--- src/rtl/traffic_phase_controller_if.sv ---
// Signal bundle between the phase controller and its environment:
// detector/pushbutton calls in, lamp drives and status out.
interface traffic_phase_controller_if #(
    parameter int NUM_PHASES = 4
);
    localparam int PH_W = (NUM_PHASES > 1) ? $clog2(NUM_PHASES) : 1;

    logic [NUM_PHASES-1:0] demand;
    logic [NUM_PHASES-1:0] ped;
    logic [NUM_PHASES-1:0] emerg;
    logic [NUM_PHASES-1:0] green;
    logic [NUM_PHASES-1:0] yellow;
    logic [NUM_PHASES-1:0] red;
    logic [PH_W-1:0]       active_phase;
    logic                  preempt_active;

    modport master (
        output demand, ped, emerg,
        input  green, yellow, red, active_phase, preempt_active
    );

    modport slave (
        input  demand, ped, emerg,
        output green, yellow, red, active_phase, preempt_active
    );
endinterface

--- src/rtl/traffic_phase_controller.sv ---
// N-phase signal controller: round-robin service of latched calls through
// GREEN -> YELLOW -> ALL-RED, with ped-extended clearance and emergency hold.
module traffic_phase_controller #(
    parameter int NUM_PHASES  = 4,
    parameter int CNT_W       = 8,
    parameter int T_MIN_GREEN = 10,
    parameter int T_MAX_GREEN = 25,
    parameter int T_YELLOW    = 4,
    parameter int T_ALLRED    = 2,
    parameter int T_PED_CLEAR = 10
) (
    input  logic clk,
    input  logic rst,
    traffic_phase_controller_if.slave bus
);
    localparam int PH_W = (NUM_PHASES > 1) ? $clog2(NUM_PHASES) : 1;

    // Timer values on the last cycle of each interval.
    localparam logic [CNT_W-1:0] MIN_LAST = CNT_W'(T_MIN_GREEN - 1);
    localparam logic [CNT_W-1:0] MAX_LAST = CNT_W'(T_MAX_GREEN - 1);
    localparam logic [CNT_W-1:0] YEL_LAST = CNT_W'(T_YELLOW - 1);
    localparam logic [CNT_W-1:0] AR_LAST  = CNT_W'(T_ALLRED - 1);
    localparam logic [CNT_W-1:0] PED_LAST = CNT_W'(T_PED_CLEAR - 1);

    typedef enum logic [1:0] {
        S_GREEN  = 2'd0,
        S_YELLOW = 2'd1,
        S_ALLRED = 2'd2
    } state_t;

    state_t                r_state;
    logic [PH_W-1:0]       r_active;
    logic [CNT_W-1:0]      r_timer;
    logic [NUM_PHASES-1:0] r_call;
    logic [NUM_PHASES-1:0] r_pcall;
    logic [NUM_PHASES-1:0] r_green;
    logic [NUM_PHASES-1:0] r_yellow;
    logic [NUM_PHASES-1:0] r_red;
    logic                  r_preempt;

    logic                  w_emerg_any;
    logic [PH_W-1:0]       w_emerg_idx;
    logic [PH_W-1:0]       w_rr_idx;
    logic [PH_W-1:0]       w_sel;
    logic                  w_conflict;
    logic                  w_hold;
    logic                  w_green_end;
    logic [CNT_W-1:0]      w_ar_last;
    state_t                w_state_nxt;
    logic [PH_W-1:0]       w_active_nxt;
    logic [CNT_W-1:0]      w_timer_nxt;
    logic [NUM_PHASES-1:0] w_call_clr;
    logic [NUM_PHASES-1:0] w_pcall_clr;
    logic                  w_preempt_nxt;
    logic [NUM_PHASES-1:0] w_green_nxt;
    logic [NUM_PHASES-1:0] w_yellow_nxt;

    function automatic logic [NUM_PHASES-1:0] onehot(input logic [PH_W-1:0] idx);
        logic [NUM_PHASES-1:0] v;
        v = '0;
        v[idx] = 1'b1;
        return v;
    endfunction

    function automatic logic [PH_W-1:0] lowest_idx(input logic [NUM_PHASES-1:0] v);
        logic [PH_W-1:0] idx;
        idx = '0;
        for (int i = NUM_PHASES - 1; i >= 0; i--) begin
            if (v[i]) idx = PH_W'(i);
        end
        return idx;
    endfunction

    // First called phase after cur in rotation order; cur+1 if none is called.
    function automatic logic [PH_W-1:0] rr_next(input logic [NUM_PHASES-1:0] c,
                                                input logic [PH_W-1:0]       cur);
        logic [PH_W-1:0] idx;
        int              j;
        idx = PH_W'((int'(cur) + 1) % NUM_PHASES);
        for (int k = NUM_PHASES - 1; k >= 1; k--) begin
            j = (int'(cur) + k) % NUM_PHASES;
            if (c[j]) idx = PH_W'(j);
        end
        return idx;
    endfunction

    function automatic logic [CNT_W-1:0] sat_inc(input logic [CNT_W-1:0] t);
        return (t == {CNT_W{1'b1}}) ? t : t + CNT_W'(1);
    endfunction

    always_comb begin
        w_emerg_any = |bus.emerg;
        w_emerg_idx = lowest_idx(bus.emerg);
        w_rr_idx    = rr_next(r_call, r_active);
        w_sel       = w_emerg_any ? w_emerg_idx : w_rr_idx;
        w_conflict  = |(r_call & ~onehot(r_active));
        w_hold      = (r_state == S_GREEN) && w_emerg_any && (w_emerg_idx == r_active);
        w_green_end = !w_hold &&
                      ((w_conflict && (r_timer >= MIN_LAST) &&
                        ((r_timer >= MAX_LAST) || !bus.demand[r_active])) ||
                       w_emerg_any);
        // Ped extension is dropped as soon as any emergency shows up.
        w_ar_last   = (r_pcall[r_active] && !w_emerg_any) ? PED_LAST : AR_LAST;
    end

    always_comb begin
        w_state_nxt  = r_state;
        w_active_nxt = r_active;
        w_timer_nxt  = r_timer;
        w_call_clr   = '0;
        w_pcall_clr  = '0;
        case (r_state)
            S_GREEN: begin
                if (w_hold) begin
                    w_timer_nxt = r_timer;
                end else if (w_green_end) begin
                    w_state_nxt = S_YELLOW;
                    w_timer_nxt = '0;
                end else begin
                    w_timer_nxt = sat_inc(r_timer);
                end
            end
            S_YELLOW: begin
                if (r_timer >= YEL_LAST) begin
                    w_state_nxt = S_ALLRED;
                    w_timer_nxt = '0;
                end else begin
                    w_timer_nxt = r_timer + CNT_W'(1);
                end
            end
            S_ALLRED: begin
                // >= so a late emergency cutting the ped extension still exits.
                if (r_timer >= w_ar_last) begin
                    w_state_nxt  = S_GREEN;
                    w_active_nxt = w_sel;
                    w_timer_nxt  = '0;
                    w_call_clr   = onehot(w_sel);
                    w_pcall_clr  = onehot(r_active);
                end else begin
                    w_timer_nxt = r_timer + CNT_W'(1);
                end
            end
            default: begin
                w_state_nxt = S_GREEN;
                w_timer_nxt = '0;
            end
        endcase

        w_preempt_nxt = (w_state_nxt == S_GREEN) && w_emerg_any &&
                        (w_emerg_idx == w_active_nxt);
        w_green_nxt   = (w_state_nxt == S_GREEN)  ? onehot(w_active_nxt) : '0;
        w_yellow_nxt  = (w_state_nxt == S_YELLOW) ? onehot(w_active_nxt) : '0;
    end

    // Lamps are registered from the next-state view so they line up with r_state.
    always_ff @(posedge clk) begin
        if (rst) begin
            r_state   <= S_GREEN;
            r_active  <= '0;
            r_timer   <= '0;
            r_call    <= '0;
            r_pcall   <= '0;
            r_preempt <= 1'b0;
            r_green   <= onehot('0);
            r_yellow  <= '0;
            r_red     <= ~onehot('0);
        end else begin
            r_state   <= w_state_nxt;
            r_active  <= w_active_nxt;
            r_timer   <= w_timer_nxt;
            r_call    <= (r_call | bus.demand) & ~w_call_clr;
            r_pcall   <= (r_pcall | bus.ped) & ~w_pcall_clr;
            r_preempt <= w_preempt_nxt;
            r_green   <= w_green_nxt;
            r_yellow  <= w_yellow_nxt;
            r_red     <= ~(w_green_nxt | w_yellow_nxt);
        end
    end

    assign bus.green          = r_green;
    assign bus.yellow         = r_yellow;
    assign bus.red            = r_red;
    assign bus.active_phase   = r_active;
    assign bus.preempt_active = r_preempt;
endmodule

--- src/flat_wrapper.sv ---
// flat-port wrapper written by rule: the top's interface ports become plain ports
module traffic_phase_controller_flat 
#(
    parameter int NUM_PHASES  = 4,
    parameter int CNT_W       = 8,
    parameter int T_MIN_GREEN = 10,
    parameter int T_MAX_GREEN = 25,
    parameter int T_YELLOW    = 4,
    parameter int T_ALLRED    = 2,
    parameter int T_PED_CLEAR = 10
)
  (clk, rst, bus_demand, bus_ped, bus_emerg, bus_green, bus_yellow, bus_red, bus_active_phase, bus_preempt_active);
  traffic_phase_controller_if #(.NUM_PHASES(NUM_PHASES)) bus_i ();
  input  logic clk;
  input  logic rst;
  input wire logic [$bits(bus_i.demand)-1:0] bus_demand;
  input wire logic [$bits(bus_i.ped)-1:0] bus_ped;
  input wire logic [$bits(bus_i.emerg)-1:0] bus_emerg;
  output wire logic [$bits(bus_i.green)-1:0] bus_green;
  output wire logic [$bits(bus_i.yellow)-1:0] bus_yellow;
  output wire logic [$bits(bus_i.red)-1:0] bus_red;
  output wire logic [$bits(bus_i.active_phase)-1:0] bus_active_phase;
  output wire logic [$bits(bus_i.preempt_active)-1:0] bus_preempt_active;
  assign bus_i.demand = bus_demand;
  assign bus_i.ped = bus_ped;
  assign bus_i.emerg = bus_emerg;
  assign bus_green = bus_i.green;
  assign bus_yellow = bus_i.yellow;
  assign bus_red = bus_i.red;
  assign bus_active_phase = bus_i.active_phase;
  assign bus_preempt_active = bus_i.preempt_active;
  traffic_phase_controller #(.NUM_PHASES(NUM_PHASES), .CNT_W(CNT_W), .T_MIN_GREEN(T_MIN_GREEN), .T_MAX_GREEN(T_MAX_GREEN), .T_YELLOW(T_YELLOW), .T_ALLRED(T_ALLRED), .T_PED_CLEAR(T_PED_CLEAR)) u_core (.clk(clk), .rst(rst), .bus(bus_i));
endmodule
--- config.mk ---
export PLATFORM = sky130hd
export DESIGN_NAME = traffic_phase_controller_flat
export DESIGN_NICKNAME = d
export VERILOG_FILES = /design/src/rtl/traffic_phase_controller_if.sv /design/src/rtl/traffic_phase_controller.sv /design/src/flat_wrapper.sv
export SDC_FILE = /design/constraint.sdc
export NUM_CORES = 1
export LEC_CHECK = 0
export CORE_UTILIZATION = 53
export CTS_BUF_LIST = sky130_fd_sc_hd__clkbuf_16
export CTS_CLUSTER_DIAMETER = 150
export DETAILED_ROUTE_END_ITERATION = 10
export PLACE_DENSITY_LB_ADDON = 0.3
export SYNTH_ARGS = -nofsm -noshare
export SYNTH_HDL_FRONTEND = slang
export SYNTH_SLANG_ARGS = --single-unit
--- constraint.sdc ---
create_clock -name clk -period 3.14 [get_ports clk]
set_clock_uncertainty 0.1 [all_clocks]
set_input_delay 0.628 -clock clk [delete_from_list [all_inputs] [get_ports clk]]
set_output_delay 0.628 -clock clk [all_outputs]
set_load 0.005 [all_outputs]
==> results.json <==
{
  "outcome": "complete, no violations",
  "ctsLongestPathBuffers": 2,
  "gr-usage-all-layers_pct": 25.63,
  "synthesis.nets": 231,
  "power_switching_uw": 267.5,
  "ios": 29,
  "combPwrFrac_pct": 15.2,
  "layout-drive-gt1-share_pct": 15.50,
  "routed_wl_microns": 4367,
  "grt_max_degree": 22,
  "p_per_area_nw_per_um2": 441.8,
  "final.setup.worst_slack_ns": 0.1568,
  "core_sq_um": 3337,
  "cts_max_level": 2,
  "wl_per_cell_microns": 14.37,
  "cp_max_fo": 3,
  "clkSinkCount": 33,
  "area_growth_syn_to_layout_pct": 31.61,
  "via_per_inst": 5.688,
  "ant_nets": 0,
  "max_freq_ghz": 0.3352,
  "grt-ovfl-total": 0,
  "fp.dieW_microns": 60.99,
  "cts_tree": "yes",
  "drc": 0,
  "grt_antenna_before_repair": 0,
  "gp_congestion": 0.9075,
  "utilization_pct": 72.74,
  "grt_first_pass_wirelength_microns": 6900,
  "worstHoldPathType": "reg2reg",
  "ys.flop_type": "dfxtp_1",
  "route.top_layer_used": "met4",
  "stdcell_count": 304,
  "fin_crit_sh_pct": 95.01,
  "die_area_sq_um": 3720,
  "internal_power_uw": 804.9,
  "swShare_pct": 24.94,
  "p_leak_nw": 0.9339,
  "synth-warning-count": 0,
  "hold_buffers": 0,
  "start_kind": "input port",
  "cts_resized": 0,
  "path_class": "in2reg",
  "drtPass1Iterations": 4,
  "synthArstFlopShare_pct": 0,
  "start_util_pct": 55.27,
  "vias": 1729,
  "clk-insertion-delay-late_ns": 0.28,
  "grt_setup_unrepaired": "no",
  "route.met2.wl_microns": 1953,
  "die_y_microns": 60.99,
  "yosys.cell_types.count": 56,
  "post_cts_buffers": 0,
  "dpl.cell_count": 296,
  "cp.arrival_ns": 3.08,
  "avgSynthCellArea_sq_um": 8.824,
  "layout.nets": 279,
  "cts_root_buf": "clkbuf_16",
  "port-buffer-count": 28,
  "setup_viol": 0,
  "drt-initial-drc-count": 117,
  "wl_met3_microns": 261,
  "max_slew_margin_pct": 61.53,
  "n_antenna_cell": 0,
  "required_ns": 3.23,
  "ys_ff_latch": 33,
  "place_ws_ns": -0.1084,
  "grt_pass1_vias": 1538,
  "peakVddDrop_v": 0.0003445,
  "report.final.slew_viol_count": 0,
  "finalCriticalPeriod_ns": 2.983,
  "end_kind": "register",
  "synth-seq-area-share_pct": 35.82,
  "max_cap_violations": 0,
  "syn_area_sq_um": 1844,
  "tightest_slew_ns": 0.5625,
  "p_total_mw": 1.072,
  "dpl.hpwl_microns": 3208,
  "clkTransAtPathRegs_ns": 0.05,
  "p_seq_share_pct": 42.5,
  "wl_met1_microns": 2078,
  "rows": 21,
  "netlist_instances": 209,
  "clkPwrFrac_pct": 42.4,
  "synth_edf_count": 0,
  "cts_buffers": 5,
  "hold_viol_final": 0
}
[placed cells by master, fill, tap and decap left out, drive strengths merged, types with 3 or more instances in the layout]
cell type and n:
nor2b 8, nor3 5, xnor2 5, clkbuf 5
clkdlybuf4s50 28, inv 9, nor4 3, a2111oi 3
nand2 17, a31oi 3, buf 18, nor2 25
mux2i 6, dfxtp 33, nand3 5, a211oi 14
ha 8, o21ai 4, nand2b 6, a21oi 12
and3 4
[final timing paths]
kind / slack, ns / cells past startpoint / to / start
min reg2reg: 0.40 / 2 / u_core.r_pcall[2] / u_core.r_pcall[2]
max: 0.16 / 9 / u_core.bus.green[3] / bus_emerg[1]
min: 0.40 / 2 / u_core.r_pcall[2] / u_core.r_pcall[2]
max reg2reg: 0.42 / 8 / u_core.bus.green[3] / u_core.bus.active_phase[0]
[through the flow]
stage	hold slack, ns	TNS, ns	instance area (sq um)
finish	0.4010	0	2427
CTS	0.4078	0	2427
floorplan	0.3750	0	1844
global route	0.4302	0	2427
detailed placement	0.4009	-0.4220	2288
global placement	0.3859	-0.2109	2288
[final cells by class]
cell class / count / area (sq um)
sequential: 33 / 660.6
clock inverter: 3 / 13.76
timing repair buffer: 46 / 415.4
inverter: 8 / 30.03
clock buffer: 5 / 125.1
tap: 46 / 57.56
multi-input combinational: 163 / 1125
fill: 260 / 909.6
[cells in the mapped netlist, types with 2 or more instances]
library cell  instances  area (sq um)
a2111oi_0             2         17.52
a211o_1               2         17.52
a211oi_1             12         90.09
a211oi_2              2         25.02
a21o_1                2         15.01
a21oi_1              10         50.05
a21oi_2               2         17.52
a31oi_1               3         18.77
and2_1                2         12.51
and3_1                4         25.02
buf_2                 2         10.01
clkbuf_1              2         7.510
dfxtp_1              33         660.6
ha_1                  8         100.1
inv_1                 7         26.28
mux2i_1               6         60.06
mux4_2                2         45.04
nand2_1              17         63.81
nand2b_1              6         37.54
nand3_1               5         25.02
nor2_1               24         90.09
nor2b_1               7         43.79
nor3_1                5         25.02
nor3b_1               2         15.01
nor4_1                3         18.77
o2111ai_1             2         17.52
o21ai_0               4         20.02
xnor2_1               5         43.79
[flip-flops by register name, summed over array words and instances, names as in the netlist]
signal	cells
u_core.bus.active_phase	2
u_core.bus.green	4
u_core.bus.preempt_active	1
u_core.bus.red	4
u_core.bus.yellow	4
u_core.r_call	4
u_core.r_pcall	4
u_core.r_state	2
u_core.r_timer	8
[critical path: stages]
cell and delay [ns]:
clkdlybuf4s50_1 0.42, nor4_1 0.35, nand2_1 0.14, ha_1 0.37
a211o_1 0.31, a21oi_2 0.15, a31oi_1 0.09, or3b_1 0.45
a211oi_2 0.17
[kinds of logic after synthesis]
group           count (synthesis)  share of synthesized area, %
xor+xnor                        5                         2.374
simple gates                   90                         26.26
compound gates                 52                         21.24
flops                          33                         35.82
mux                             8                         5.699
fa+ha+maj                       8                         5.428
buf+inv                        13                         3.189
[power groups by stage]
| stage | clock network (mW) | logic, mW | registers (mW) |
|---|---|---|---|
| 2_1_floorplan | 0 | 0.102 | 0.458 |
| 3_3_place_gp | 0 | 0.159 | 0.462 |
| 3_5_place_dp | 0 | 0.161 | 0.463 |
| 4_1_cts | 0.461 | 0.163 | 0.455 |
| 5_1_grt | 0.478 | 0.180 | 0.458 |
| 6_report | 0.454 | 0.163 | 0.455 |
[per-layer routing]
| metal | GRT usage (%) | vias up |
|---|---|---|
| met1 | 34.42 | 791 |
| met3 | 5.330 | 8 |
| met2 | 40.35 | 62 |
| li1 | - | 868 |
| met4 | 10.06 | 0 |
| met5 | 0 | - |
Note: power is estimated with default switching activity, not from simulation.
